### src/rtl/multdiv_mult_seq.sv
// Sequential 32x32 signed multiplier: radix-2 Booth, one iteration per clock.
// addmodule_all32 is the shared 32-bit adder; multdiv_mult_seq is the top.

module addmodule_all32 (
    input  logic [31:0] i_a,
    input  logic [31:0] i_b,
    input  logic        i_cin,
    output logic [31:0] o_sum,
    output logic        o_cout
);
    assign {o_cout, o_sum} = {1'b0, i_a} + {1'b0, i_b} + {32'd0, i_cin};
endmodule

module multdiv_mult_seq (
    input  logic        clock,
    input  logic        resetn,
    input  logic        ctrl_MULT,
    input  logic [31:0] data_operandA,
    input  logic [31:0] data_operandB,
    output logic [31:0] data_result,
    output logic        data_exception,
    output logic        data_resultRDY,
    output logic        busy
);
    typedef enum logic [1:0] {IDLE, RUN, DONE} state_t;

    state_t      r_state;
    state_t      w_nextState;
    logic [5:0]  r_count;
    logic [31:0] r_mcand;
    logic [31:0] r_acc;
    logic [31:0] r_mplr;
    logic        r_q1;
    logic [31:0] r_result;
    logic        r_exc;
    logic        r_rdy;
    logic        r_busy;

    logic [1:0]  w_pair;
    logic [31:0] w_addend;
    logic        w_cin;
    logic [31:0] w_sum;
    logic        w_cout;
    logic        w_sign;
    logic [31:0] w_accNext;
    logic [31:0] w_mplrNext;
    logic        w_excNext;
    logic        w_lastIter;

    // State register; reset parks the machine in IDLE
    always_ff @(posedge clock or negedge resetn) begin
        if (!resetn) r_state <= IDLE;
        else         r_state <= w_nextState;
    end

    // Next state: a start strobe wins in every state, otherwise RUN lasts 32 cycles and DONE one
    always_comb begin
        w_nextState = r_state;
        case (r_state)
            IDLE:    w_nextState = IDLE;
            RUN:     if (w_lastIter) w_nextState = DONE;
            DONE:    w_nextState = IDLE;
            default: w_nextState = IDLE;
        endcase
        if (ctrl_MULT) w_nextState = RUN;
    end

    assign w_lastIter = (r_count == 6'd31);
    assign w_pair     = {r_mplr[0], r_q1};

    // Booth recoding: 01 adds the multiplicand, 10 subtracts it (inverted with carry-in), else adds zero
    always_comb begin
        w_addend = 32'd0;
        w_cin    = 1'b0;
        case (w_pair)
            2'b01: begin
                w_addend = r_mcand;
                w_cin    = 1'b0;
            end
            2'b10: begin
                w_addend = ~r_mcand;
                w_cin    = 1'b1;
            end
            default: begin
                w_addend = 32'd0;
                w_cin    = 1'b0;
            end
        endcase
    end

    addmodule_all32 u_adder (
        .i_a    (r_acc),
        .i_b    (w_addend),
        .i_cin  (w_cin),
        .o_sum  (w_sum),
        .o_cout (w_cout)
    );

    // The bit shifted into acc[31] is the true 33-bit sign of the sum, so an INT_MIN
    // multiplicand that overflows the 32-bit add still shifts in correctly.
    assign w_sign     = r_acc[31] ^ w_addend[31] ^ w_cout;
    assign w_accNext  = {w_sign, w_sum[31:1]};
    assign w_mplrNext = {w_sum[0], r_mplr[31:1]};
    assign w_excNext  = (w_accNext != {32{w_mplrNext[31]}});

    // Datapath: load on start, one Booth step per RUN cycle, capture result on the last step
    always_ff @(posedge clock or negedge resetn) begin
        if (!resetn) begin
            r_count  <= 6'd0;
            r_mcand  <= 32'd0;
            r_acc    <= 32'd0;
            r_mplr   <= 32'd0;
            r_q1     <= 1'b0;
            r_result <= 32'd0;
            r_exc    <= 1'b0;
        end else if (ctrl_MULT) begin
            r_count  <= 6'd0;
            r_mcand  <= data_operandA;
            r_acc    <= 32'd0;
            r_mplr   <= data_operandB;
            r_q1     <= 1'b0;
        end else if (r_state == RUN) begin
            r_acc  <= w_accNext;
            r_mplr <= w_mplrNext;
            r_q1   <= r_mplr[0];
            if (w_lastIter) begin
                r_count  <= 6'd0;
                r_result <= w_mplrNext;
                r_exc    <= w_excNext;
            end else begin
                r_count <= r_count + 6'd1;
            end
        end
    end

    // Status flags: ready pulses only for a run that completes without a restart
    always_ff @(posedge clock or negedge resetn) begin
        if (!resetn) begin
            r_rdy  <= 1'b0;
            r_busy <= 1'b0;
        end else begin
            r_rdy  <= (r_state == RUN) && w_lastIter && !ctrl_MULT;
            r_busy <= (w_nextState == RUN);
        end
    end

    assign data_result    = r_result;
    assign data_exception = r_exc;
    assign data_resultRDY = r_rdy;
    assign busy           = r_busy;
endmodule

### config.mk
export PLATFORM = sky130hd
export DESIGN_NAME = multdiv_mult_seq
export DESIGN_NICKNAME = d
export VERILOG_FILES = /design/src/rtl/multdiv_mult_seq.sv
export SDC_FILE = /design/constraint.sdc
export NUM_CORES = 1
export LEC_CHECK = 0
export BUFFER_PORTS_ARGS = -buffer_cell sky130_fd_sc_hd__buf_2
export CORE_UTILIZATION = 50
export CTS_CLUSTER_DIAMETER = 40
export CTS_CLUSTER_SIZE = 14
export DETAILED_ROUTE_END_ITERATION = 6
export GPL_ROUTABILITY_DRIVEN = 0
export PLACE_DENSITY_LB_ADDON = 0.2
export SLEW_MARGIN = 5
export SYNTH_ARGS = -nofsm -noshare
export SYNTH_HDL_FRONTEND = slang
export SYNTH_SLANG_ARGS = --single-unit
### constraint.sdc
create_clock -name clock -period 4.5 [get_ports clock]
set_input_delay 0.225 -clock clock [delete_from_list [all_inputs] [get_ports clock]]
set_output_delay 0.225 -clock clock [all_outputs]
set_load 0.005 [all_outputs]
==> results.toml <==
[critical_path]
path_max_fanout = 19
start_kind = "flop"
reg2reg_slack_ps = 500
endpoint_kind = "flop"
r2r_cells = 14
r2r_start = "r_q1"
r2r_end = "data_exception"
worst-setup-path-type = "reg2reg"
cp_data_required_time_ps = 4810
critPathArrivalTime_ps = 4320

[place]
dp.cells = 1196
dp_slack_ps = 508.9
hpwl_um = 12400
port-buffer-count = 101

[timing]
final_max_slew_viol_count = 0
setup_tns_ps = 0
fin_crit_ps = 4004
hold_viol = 0
rsz0062_at_grt = "false"
setup_violations = 0
clock.fmax_mhz = 249.8
slew_headroom_pct = 25.34
worst_slew_pin_slew_ps = 1119
period_share_pct = 88.97
clock_skew_ps = 12.11
setup_ws_ps = 496.2

[power_and_ir_drop]
p_comb_share_pct = 29.2
p_seq_share_pct = 37.2
power.switching_w = 0.001361
p_int_w = 0.002644
clkPwrFrac_pct = 33.5
ir_drop_v = 0.0003144
powerDensity_nw_per_um2 = 418.8
p_leak_nw = 4.553
switching_share_pct = 33.99

[route]
drt-initial-drc-count = 555
drcViolationCount = 0
vias = 6891
first_pass_iters = 6
antenna_left = 0
wirelength_um = 19010
drt-vias-per-instance = 5.539
wire_per_inst_um = 15.28

[clocking]
post_cts_buffers = 0
cts_root_buffer = "clkbuf_16"
clock_path_buffers = 2
clkTransAtPathRegs_ps = 60
htree_levels = 4
tritoncts = "done"
clkSinkCount = 140
insertion_delay_ps = 430
cts_buffers = 17

[floorplan]
die_w_um = 130.0
die-area_sq_um = 16900
die_h_um = 130.0
rows = 46
core_area_sq_um = 15940
pin_count = 102
initial_core_util_pct = 51.38

[final_layout]
instances_no_fill = 1244
final_cell_mix = "nand2_1, dfrtp_1, buf_2, o21ai_0, a21oi_1"
layout_commonest_cell = "nand2_1"
layout.nets = 1115
area_delta_synth_final_pct = 16.77
drive_gt1_share_pct = 19.18

[synth]
async_reset_ff_share_pct = 100.0
synth_nets = 1024
synthesis.area_sq_um = 8192
yosysWarnings = 0
yosysUniqueCellTypes = 70
syn_avg_cell_area_sq_um = 8.875
ys_ff_latch = 140
seq_area_frac_synth_pct = 42.77
synth_flop_cell = "dfrtp_1"
synth_enable_flop_cells = 0
synthCells = 923

[global_routing]
grt_max_degree = 109
grt_overflow_total = 0
antenna_found_initial = 1
grt_pass1_wl_um = 31660
busiest_layer = "met2"
grt.total_usage_pct = 24.00
use_met2_pct = 37.72
grt_pass1_vias = 6443
grt_util_met1_pct = 32.55
grt.met3_usage_pct = 5.740

[status]
outcome = "finished, final reports clean"

[worst_hold_path]
hp-class = "in2reg"
holdPathEnd = "r_mplr[25]"
worstHoldStart = "data_operandB[25]"
min_path_cells = 3

[flow_run]
drv_cap = 0
==> state kept, by name (all words and copies together) (netlist names) <==
| name | count |
|---|---|
| data_result | 32 |
| r_acc | 32 |
| r_mcand | 32 |
| r_mplr | 32 |
| r_count | 6 |
| r_state | 2 |
| busy | 1 |
| data_exception | 1 |
| data_resultRDY | 1 |
| r_q1 | 1 |
==> power by group through the flow <==
stage               Clock, W  Combinational, W  Sequential, W
finish               0.00134           0.00117        0.00149
global route         0.00142           0.00131        0.00151
CTS                  0.00136           0.00116        0.00149
floorplan                  0          0.000882        0.00148
detailed placement         0           0.00114        0.00151
global placement           0           0.00113        0.00151
==> final cells by class <==
cell class / instances / area [sq um]
diodes: 1 / 2.502
clock buffers: 19 / 442.9
clock inverters: 13 / 118.9
fillers: 1437 / 6377
inverters: 18 / 67.56
multi-input cells: 714 / 4443
flip-flops and latches: 140 / 3503
well taps: 216 / 270.3
repair buffers: 123 / 716.9
==> critical path, cell delays in order (launching register included) <==
cell,delay [ps]
dfrtp_1,390
nand2b_1,170
buf_4,210
fa_1,440
fa_1,420
nor2b_1,160
o211ai_1,130
a21oi_2,290
o21ai_0,230
a21oi_1,360
o21ai_0,140
a31o_2,270
a2111oi_0,420
a2bb2o_4,200
a21oi_2,40
==> synth_stat cells, types with 7 or more instances <==
library cell | number | area (sq um)
mux2_2 | 32 | 360.4
nand2_1 | 226 | 848.3
o21ai_0 | 82 | 410.4
xor2_1 | 12 | 105.1
mux2i_1 | 34 | 340.3
inv_1 | 18 | 67.56
nor2_1 | 44 | 165.2
o211ai_1 | 7 | 52.55
nand2b_1 | 10 | 62.56
nand3_1 | 15 | 75.07
or3_1 | 8 | 50.05
a21oi_1 | 57 | 285.3
dfrtp_1 | 140 | 3503
nor2b_1 | 7 | 43.79
ha_1 | 32 | 400.4
a21o_1 | 16 | 120.1
nor3_1 | 19 | 95.09
xnor2_1 | 7 | 61.31
clkbuf_1 | 43 | 161.4
==> cells by family after synthesis <==
logic type | share of synthesized area, %
adders and majority gates | 5.376
AOI/OAI and AO/OA | 17.76
buffers and inverters | 3.207
muxes | 8.554
and+or+nand+nor | 20.30
DFF | 42.77
xor gates and xnor gates | 2.031
==> through the flow <==
| stage | util [%] | cell area (sq um) | hold slack, ps | power, W |
|---|---|---|---|---|
| 2_1_floorplan | - | 8192 | -70.59 | 0.002367 |
| 3_3_place_gp | 55.52 | 8851 | 430.8 | 0.002643 |
| 3_5_place_dp | 55.52 | 8851 | 422.9 | 0.002653 |
| 4_1_cts | 59.92 | 9553 | 0.1989 | 0.004018 |
| 5_1_grt | 60.00 | 9565 | 9.797 | 0.004248 |
| 6_report | 60.00 | 9565 | 5.104 | 0.004006 |
==> timing repair <==
action                                 in CTS  in global routing
hold buffers                               14                  1
endpoints found under the hold margin      31                  1
gates resized for setup                     0                  0
==> metal layers <==
layer,part of all wire (%),vias up
li1,-,3442
met5,0,-
met3,4.5,20
met1,48,3266
met4,1.6,0
met2,46,163
==> worst max-delay path by stage <==
| stage | start | endpoint | slack (ps) | cells past startpoint |
|---|---|---|---|---|
| after floorplan | r_mplr[0] | data_exception | 650 | 16 |
| after global placement | r_q1 | data_exception | 640 | 14 |
| after detailed placement | r_q1 | data_exception | 510 | 14 |
| after CTS | r_q1 | data_exception | 500 | 14 |
| after global routing | r_q1 | data_exception | 190 | 14 |
| final | r_q1 | data_exception | 500 | 14 |
(Power assumes the default switching activity.)
